<file path="src/rtl/ctrl_pipe_if.sv">
// Handshake, stall/flush and per-stage observation bundle for ctrl_pipe.
// The pipeline side uses the slave modport; the decode/hazard side uses master.
interface ctrl_pipe_if #(
    parameter int WIDTH  = 16,
    parameter int STAGES = 3
);
    localparam int OCC_W = $clog2(STAGES + 1);

    logic                      in_valid;
    logic [WIDTH-1:0]          in_data;
    logic                      in_ready;
    logic [STAGES-1:0]         stall;
    logic [STAGES-1:0]         flush;
    logic [STAGES*WIDTH-1:0]   stage_data;
    logic [STAGES-1:0]         stage_valid;
    logic [WIDTH-1:0]          out_data;
    logic                      out_valid;
    logic [OCC_W-1:0]          occ;

    modport master (
        output in_valid, in_data, stall, flush,
        input  in_ready, stage_data, stage_valid, out_data, out_valid, occ
    );

    modport slave (
        input  in_valid, in_data, stall, flush,
        output in_ready, stage_data, stage_valid, out_data, out_valid, occ
    );
endinterface

</file>
<file path="src/rtl/ctrl_pipe.sv">
// Generic control-bundle pipeline (decode to writeback) with stall, flush and bubbles.
// Define CTRL_PIPE_SQUEEZE_EN to let bubbles be overwritten while downstream is stalled.
module ctrl_pipe #(
    parameter int WIDTH  = 16,
    parameter int STAGES = 3
) (
    input  logic         clk,
    input  logic         reset,
    ctrl_pipe_if.slave   bus
);
    localparam int OCC_W = $clog2(STAGES + 1);

    logic [WIDTH-1:0]  stageData [STAGES];
    logic [STAGES-1:0] stageValid;
    logic [OCC_W-1:0]  occReg;

    logic [WIDTH-1:0]  prevData  [STAGES];
    logic [STAGES-1:0] prevValid;
    logic [WIDTH-1:0]  nxtData   [STAGES];
    logic [STAGES-1:0] nxtValid;
    logic [STAGES-1:0] hold;

    function automatic logic [OCC_W-1:0] popCount(input logic [STAGES-1:0] v);
        logic [OCC_W-1:0] cnt;
        cnt = '0;
        for (int i = 0; i < STAGES; i++) begin
            cnt = cnt + OCC_W'(v[i]);
        end
        return cnt;
    endfunction

    // Hold chain resolved from the last stage back towards the input.
    always_comb begin
        hold = '0;
        hold[STAGES-1] = bus.stall[STAGES-1];
        for (int k = STAGES - 2; k >= 0; k--) begin
`ifdef CTRL_PIPE_SQUEEZE_EN
            hold[k] = bus.stall[k] | (hold[k+1] & stageValid[k]);
`else
            hold[k] = bus.stall[k] | hold[k+1];
`endif
        end
    end

    // Predecessor of each stage; an invalid input is forced to an all-zero bubble.
    always_comb begin
        prevData[0]  = bus.in_valid ? bus.in_data : '0;
        prevValid    = '0;
        prevValid[0] = bus.in_valid;
        for (int k = 1; k < STAGES; k++) begin
            prevData[k]  = stageData[k-1];
            prevValid[k] = stageValid[k-1];
        end
    end

    always_comb begin
        nxtValid = '0;
        for (int k = 0; k < STAGES; k++) begin
            nxtData[k] = '0;
            if (bus.flush[k]) begin
                nxtData[k]  = '0;
                nxtValid[k] = 1'b0;
            end else if (hold[k]) begin
                nxtData[k]  = stageData[k];
                nxtValid[k] = stageValid[k];
            end else begin
                nxtData[k]  = prevData[k];
                nxtValid[k] = prevValid[k];
            end
        end
    end

    // Stage registers; reset clears data too so every control field reads as a NOP.
    always_ff @(posedge clk) begin
        if (!reset) begin
            stageValid <= '0;
            occReg     <= '0;
            for (int k = 0; k < STAGES; k++) begin
                stageData[k] <= '0;
            end
        end else begin
            stageValid <= nxtValid;
            occReg     <= popCount(nxtValid);
            for (int k = 0; k < STAGES; k++) begin
                stageData[k] <= nxtData[k];
            end
        end
    end

    always_comb begin
        bus.stage_data = '0;
        for (int k = 0; k < STAGES; k++) begin
            bus.stage_data[k*WIDTH +: WIDTH] = stageData[k];
        end
    end

    assign bus.stage_valid = stageValid;
    assign bus.out_data    = stageData[STAGES-1];
    assign bus.out_valid   = stageValid[STAGES-1];
    assign bus.occ         = occReg;
    assign bus.in_ready    = ~hold[0];
endmodule

</file>
<file path="src/flat_wrapper.sv">
// flat-port wrapper written by rule: the top's interface ports become plain ports
module ctrl_pipe_flat 
#(
    parameter int WIDTH  = 16,
    parameter int STAGES = 3
)
  (clk, reset, bus_in_valid, bus_in_data, bus_stall, bus_flush, bus_in_ready, bus_stage_data, bus_stage_valid, bus_out_data, bus_out_valid, bus_occ);
  ctrl_pipe_if #(.WIDTH(WIDTH), .STAGES(STAGES)) bus_i ();
  input  logic clk;
  input  logic reset;
  input wire logic [$bits(bus_i.in_valid)-1:0] bus_in_valid;
  input wire logic [$bits(bus_i.in_data)-1:0] bus_in_data;
  input wire logic [$bits(bus_i.stall)-1:0] bus_stall;
  input wire logic [$bits(bus_i.flush)-1:0] bus_flush;
  output wire logic [$bits(bus_i.in_ready)-1:0] bus_in_ready;
  output wire logic [$bits(bus_i.stage_data)-1:0] bus_stage_data;
  output wire logic [$bits(bus_i.stage_valid)-1:0] bus_stage_valid;
  output wire logic [$bits(bus_i.out_data)-1:0] bus_out_data;
  output wire logic [$bits(bus_i.out_valid)-1:0] bus_out_valid;
  output wire logic [$bits(bus_i.occ)-1:0] bus_occ;
  assign bus_i.in_valid = bus_in_valid;
  assign bus_i.in_data = bus_in_data;
  assign bus_i.stall = bus_stall;
  assign bus_i.flush = bus_flush;
  assign bus_in_ready = bus_i.in_ready;
  assign bus_stage_data = bus_i.stage_data;
  assign bus_stage_valid = bus_i.stage_valid;
  assign bus_out_data = bus_i.out_data;
  assign bus_out_valid = bus_i.out_valid;
  assign bus_occ = bus_i.occ;
  ctrl_pipe #(.WIDTH(WIDTH), .STAGES(STAGES)) u_core (.clk(clk), .reset(reset), .bus(bus_i));
endmodule
</file>
<file path="config.mk">
export PLATFORM = sky130hd
export DESIGN_NAME = ctrl_pipe_flat
export DESIGN_NICKNAME = d
export VERILOG_FILES = /design/src/rtl/ctrl_pipe_if.sv /design/src/rtl/ctrl_pipe.sv /design/src/flat_wrapper.sv
export SDC_FILE = /design/constraint.sdc
export NUM_CORES = 1
export LEC_CHECK = 0
export ABC_AREA = 1
export ABC_CLOCK_PERIOD_IN_PS = 2900
export CAP_MARGIN = 20
export CORE_MARGIN = 3
export CORE_UTILIZATION = 47
export CTS_CLUSTER_DIAMETER = 100
export DETAILED_ROUTE_END_ITERATION = 10
export PLACE_DENSITY = 0.93
export RECOVER_POWER = 50
export SETUP_SLACK_MARGIN = 0.4
export SYNTH_ARGS = -nofsm -noshare
export SYNTH_HDL_FRONTEND = slang
export SYNTH_SLANG_ARGS = --single-unit
</file>
<file path="constraint.sdc">
create_clock -name clk -period 2.9 [get_ports clk]
set_input_delay 0.58 -clock clk [delete_from_list [all_inputs] [get_ports clk]]
set_output_delay 0.58 -clock clk [all_outputs]
set_load 0.01 [all_outputs]
</file>
==> results of run 1 <==
## kinds of logic (layout without fill, tap and decap cells)
family	after synthesis	count (layout)	share of synthesized area, %
adders and majority gates	1	1	0.803
DFF	53	53	42.6
and+or+nand+nor	128	128	21.3
buffers and inverters	92	138	23.6
AOI/OAI and AO/OA	51	51	11.7
## Yosys cell counts, drive strengths merged
cell type    n  area (sq um)
or2          1          6.26
nand2      104           398
inv         27           101
nand3       18          90.1
nor3         1          5.00
buf         61           472
nor2         4          31.3
fa           1          20.0
clkinv       1          3.75
dfxtp       53          1060
a21oi       50           288
o21ai        1          5.00
clkbuf       3          11.3
## worst register-to-register path, delay by kind of cell, from the launching register on
kind,cells,cell delay (ns)
compound gates,1,0.27
flops,1,0.38
fa+ha+maj,1,0.44
simple gates,2,0.16
buf+inv,1,0.04
## flip-flops by register name, indices dropped and copies added, names as in the netlist
signal and count:
u_core.stageData 48, u_core.bus.occ 2, u_core.bus.stage_valid 3
## path summary, 6_finish.rpt
path	endpoint	cells after the start	slack, ns	startpoint
hold reg to reg	u_core.stageData[0][33]	2	0.48	u_core.stageData[0][33]
setup / recovery	u_core.bus.occ[0]	8	0.40	bus_stall[2]
hold / removal	u_core.stageData[0][33]	2	0.48	u_core.stageData[0][33]
setup reg to reg	u_core.bus.occ[0]	5	1.51	u_core.bus.stage_valid[0]
## metrics by stage
| stage | setup slack (ns) | util, % | instance area (sq um) |
|---|---|---|---|
| global placement | 0.346 | 62.8 | 3080 |
| finish | 0.399 | 64.6 | 3170 |
| CTS | 0.429 | 64.4 | 3160 |
| floorplan | 1.08 | - | 2490 |
| detailed placement | 0.297 | 62.8 | 3080 |
| global route | 0.262 | 64.6 | 3170 |
## layer usage
layer,up-vias,track usage (%)
met4,0,7.90
met3,13,4.42
met1,940,21.7
met2,86,33.4
li1,1053,-
met5,-,0
## power breakdown
| group | switching, mW | internal (mW) |
|---|---|---|
| clock network | 0.234 | 0.168 |
| registers | 0.00317 | 0.731 |
| logic | 0.0643 | 0.0537 |
| total | 0.301 | 0.953 |
## what timing repair did
action / CTS / global route
buffers inserted: 0 / 2
hold endpoints to repair: 0 / 0
hold buffers: 0 / 0
resized for setup: 1 / 1
endpoints found under the setup margin: 1 / 1
pin swaps: 0 / 1
cloned: 0 / 0
## final cells by class
| type | instances | area, sq um |
|---|---|---|
| Sequential cell | 53 | 1060 |
| Clock inverter | 2 | 10.0 |
| Multi-Input combinational cell | 180 | 840 |
| Inverter | 28 | 105 |
| Tap cell | 67 | 83.8 |
| Fill cell | 434 | 1740 |
| Clock buffer | 6 | 72.6 |
| Timing Repair Buffer | 102 | 1000 |
==> impl_metrics.ini, run 1 <==
[finish]
final_cell_mix = nand2_1, clkdlybuf4s50_1, dfxtp_1
stdcell_count = 438
final_common_cell = nand2_1
nNetsFinal = 396
drive_gt1_share_pct = 6.74
antenna_cells = 0
area_growth_pct = 27.3

[setup_path]
end_kind = flip-flop
path_max_fanout = 18
worstSetupStartpointType = input pin
crit_buf_inv = 4
cp_data_required_time_ns = 3.16
crit_family = buffers and inverters
cpPeakStageDelay_ns = 0.59
path_class = in2reg
path_cells = dlygate4sd2_1 -> clkbuf_1 -> inv_2 -> o21ai_0 -> nor2_1 -> fa_1 -> nand2_1 -> inv_1
crit_path_top_delay_cell = clkbuf_1
cp.arrival_ns = 2.76

[timing]
drv_slew = 0
finalCritPeriodShare_pct = 86.2
tns_ns = 0
clock_skew_ns = 0.00382
layout_min_cycle_time_ns = 2.50
fin_hold_ws_ns = 0.476
max_freq_ghz = 0.400
tightest_slew_ns = 1.19
setup_viol = 0
relSlewSlack_pct = 20.6
hold_violations = 0
rsz0062_at_grt = no

[clock_tree]
clk_pin_slew_worst_paths_ns = 0.09
cts.sinks = 53
htree_levels = 2
cts_tree = done
numCtsBuffers = 5
root_buffer = clkbuf_8
worstSkewPairLatency_ns = 0.31
clk_path_buf_depth = 2

[routing]
ant_nets = 0
wl_met3_um = 391
wl_met2_um = 2890
drtPass1Iterations = 4
drc = 0
via_per_inst = 4.78
wl_met1_um = 2390
via_count = 2092
drt_iter0_markers = 98
routed.top_layer = met4
wl_per_cell_um = 13.3
routed_wl_um = 5820

[floorplan]
die_h_um = 78.8
design.core.area_sq_um = 4910
initial_core_util_pct = 50.8
dieArea_sq_um = 6210
rows = 25
ios = 96
dieWidth_um = 78.8

[pwr]
p_leak_nw = 1.25
power_density_nw_per_um2 = 395
peakVddDrop_mv = 0.236
power.total_mw = 1.25

[global_routing]
grt_use_total_pct = 18.9
antenna_found_initial = 0
grt_pass1_vias = 1988
grt_start_max_net_pins = 31
grt_pass1_wl_um = 9320
grt_overflow = 0

[placed_design]
dp_cells = 428
port_buffers = 95
place.gp.congestion = 0.859
dp_hpwl_um = 4480

[logic_synthesis]
synth_cell_type_count = 20
synth.avg_cell_area_sq_um = 7.67
synth_cells = 325
synth_seq_cells = 53
syn-num-nets = 351
ys_warn_count = 0
ys_seq_area_share_pct = 42.6
synthesis.area_sq_um = 2490

[worst_hold_path]
min_path_type = reg2reg

[outcome]
status = completed

[flow_run]
drv_cap = 0
(Power assumes the default switching activity.)
==> run 2: changes to the inputs <==
ABC_CLOCK_PERIOD_IN_PS = 3000   (was 2900)
clock period = 3 ns   (was 2.9 ns; I/O delays follow)
==> run 2 against run 1 <==
Combinational power hardly changed. Final area up 1.0%. Clock power is 24% higher. Clock skew up 0.0017 ns. Critical path depth down 3. Cell count did not move. Global-route usage down 0.85 points. Highest routed layer unchanged. Routed wire length is 2.3% lower.
==> impl_metrics.ini, run 2 (synthesis gave the netlist of run 1 again) <==
[outcome]
status = completed

[worst_hold_path]
hold_path_depth = 2
min_path_type = reg2reg
hold_start = u_core.stageData[0][46]
hold_end = u_core.stageData[0][46]

[global_routing]
grt_use_total_pct = 18.0
grt_pass1_wl_um = 9050
grt_start_max_net_pins = 31
grt_overflow = 0
grt_pass1_vias = 1917
antenna_found_initial = 0

[pwr]
power.total_mw = 1.32
power_density_nw_per_um2 = 413
p_leak_nw = 1.26
peakVddDrop_mv = 0.177

[setup_path]
cp.arrival_ns = 2.03
path_class = in2out
r2r_cells = 7
end_kind = output pin
path_max_fanout = 5
timing.rr.start = u_core.bus.stage_valid[1]
worstSetupStartpointType = input pin
r2r_slack_ns = 1.66
critPathLaunch = bus_stall[2]
cp_data_required_time_ns = 2.40
r2r_end = u_core.bus.occ[0]

[finish]
final_cell_mix = nand2_1, clkdlybuf4s50_1, dfxtp_1
nNetsFinal = 396
fin_util_pct = 65.3
final_common_cell = nand2_1
antenna_cells = 0
drive_gt1_share_pct = 6.74
stdcell_count = 438
area_growth_pct = 28.6
fillers = 421
largest-register = u_core.stageData
largest_reg_flops = 48

[timing]
relSlewSlack_pct = 20.9
fin_hold_ws_ns = 0.478
clock_skew_ns = 0.00554
layout_min_cycle_time_ns = 2.63
tns_ns = 0
rsz0062_at_grt = no
max_freq_ghz = 0.381
tightest_slew_ns = 1.19
hold_violations = 0
setup_viol = 0
finalCritPeriodShare_pct = 87.6
drv_slew = 0

[floorplan]
dieArea_sq_um = 6210
ios = 96
die_h_um = 78.8
dieWidth_um = 78.8
rows = 25
initial_core_util_pct = 50.8
design.core.area_sq_um = 4910

[routing]
via_count = 2084
ant_nets = 0
wl_per_cell_um = 13.0
drtPass1Iterations = 4
routed_wl_um = 5680
drc = 0
via_per_inst = 4.76
drt_iter0_markers = 134

[placed_design]
dp_cells = 428
dp_hpwl_um = 4290
port_buffers = 95
place.gp.congestion = 0.860

[clock_tree]
cts_tree = done
cts.sinks = 53
worstSkewPairLatency_ns = 0.30
cts_resized = 0
root_buffer = clkbuf_8
clk_path_buf_depth = 2
clk_pin_slew_worst_paths_ns = 0.09
htree_levels = 2
numCtsBuffers = 5

[flow_run]
drv_cap = 0
==> run 2: cell count changes in the layout (fill, tap and decap cells not counted), sizes merged <==
cell	previous run	this run
clkinvlp	0	1
dlygate4sd3	17	20
clkdlybuf4s50	76	75
clkbuf	7	8
dlymetal6s2s	1	0
buf	6	5
dlygate4sd2	1	0
clkinv	3	1
bufinv	0	1
==> run 2: worst max path at each step <==
stage	slack, ns	endpoint	cells after the start
final	0.37	bus_in_ready	5
after CTS	0.40	bus_in_ready	5
after floorplan	1.16	u_core.bus.occ[0]	7
after detailed placement	0.39	u_core.bus.occ[0]	8
after global routing	0.28	u_core.stageData[0][10]	5
after global placement	0.41	bus_in_ready	5
==> run 2: per-layer routing <==
| metal | routed length [um] | global-route usage, % | vias up |
|---|---|---|---|
| li1 | - | - | 1050 |
| met1 | 2450 | 22.3 | 941 |
| met2 | 2770 | 31.6 | 84 |
| met3 | 352 | 2.95 | 9 |
| met4 | 102 | 6.36 | 0 |
| met5 | 0 | 0 | - |
==> run 2: metrics by stage <==
stage,worst slack (ns),cell area [sq um]
finish,0.372,3210
floorplan,1.16,2490
detailed placement,0.391,3080
global placement,0.406,3080
global route,0.284,3210
CTS,0.404,3200
==> run 2: critical path, stage by stage <==
cell	delay [ns]
dlygate4sd3_1	0.63
nor2_8	0.16
nand2_4	0.06
inv_1	0.05
clkdlybuf4s50_1	0.52
==> run 2: final cells by class <==
cell class	instances	area [sq um]	share of cell area, %
clock buffer	6	82.6	2.58
clock inverter	2	37.5	1.17
inverter	28	105	3.28
multi-input combinational	180	836	26.1
sequential	53	1060	33.1
tap	67	83.8	2.62
timing repair buffer	102	1000	31.2
==> run 2: report_power, final <==
| part | internal [mW] | total, mW | switching (mW) | leakage, nW |
|---|---|---|---|---|
| registers | 0.707 | 0.710 | 0.00295 | 0.427 |
| clock network | 0.271 | 0.498 | 0.227 | 0.0574 |
| logic | 0.0525 | 0.115 | 0.0624 | 0.776 |
| total | 1.03 | 1.32 | 0.292 | 1.26 |
==> run 2: timing repair <==
item,4_1_cts,5_1_grt
hold buffers,0,0
buffers inserted,0,2
setup endpoints to repair,0,1
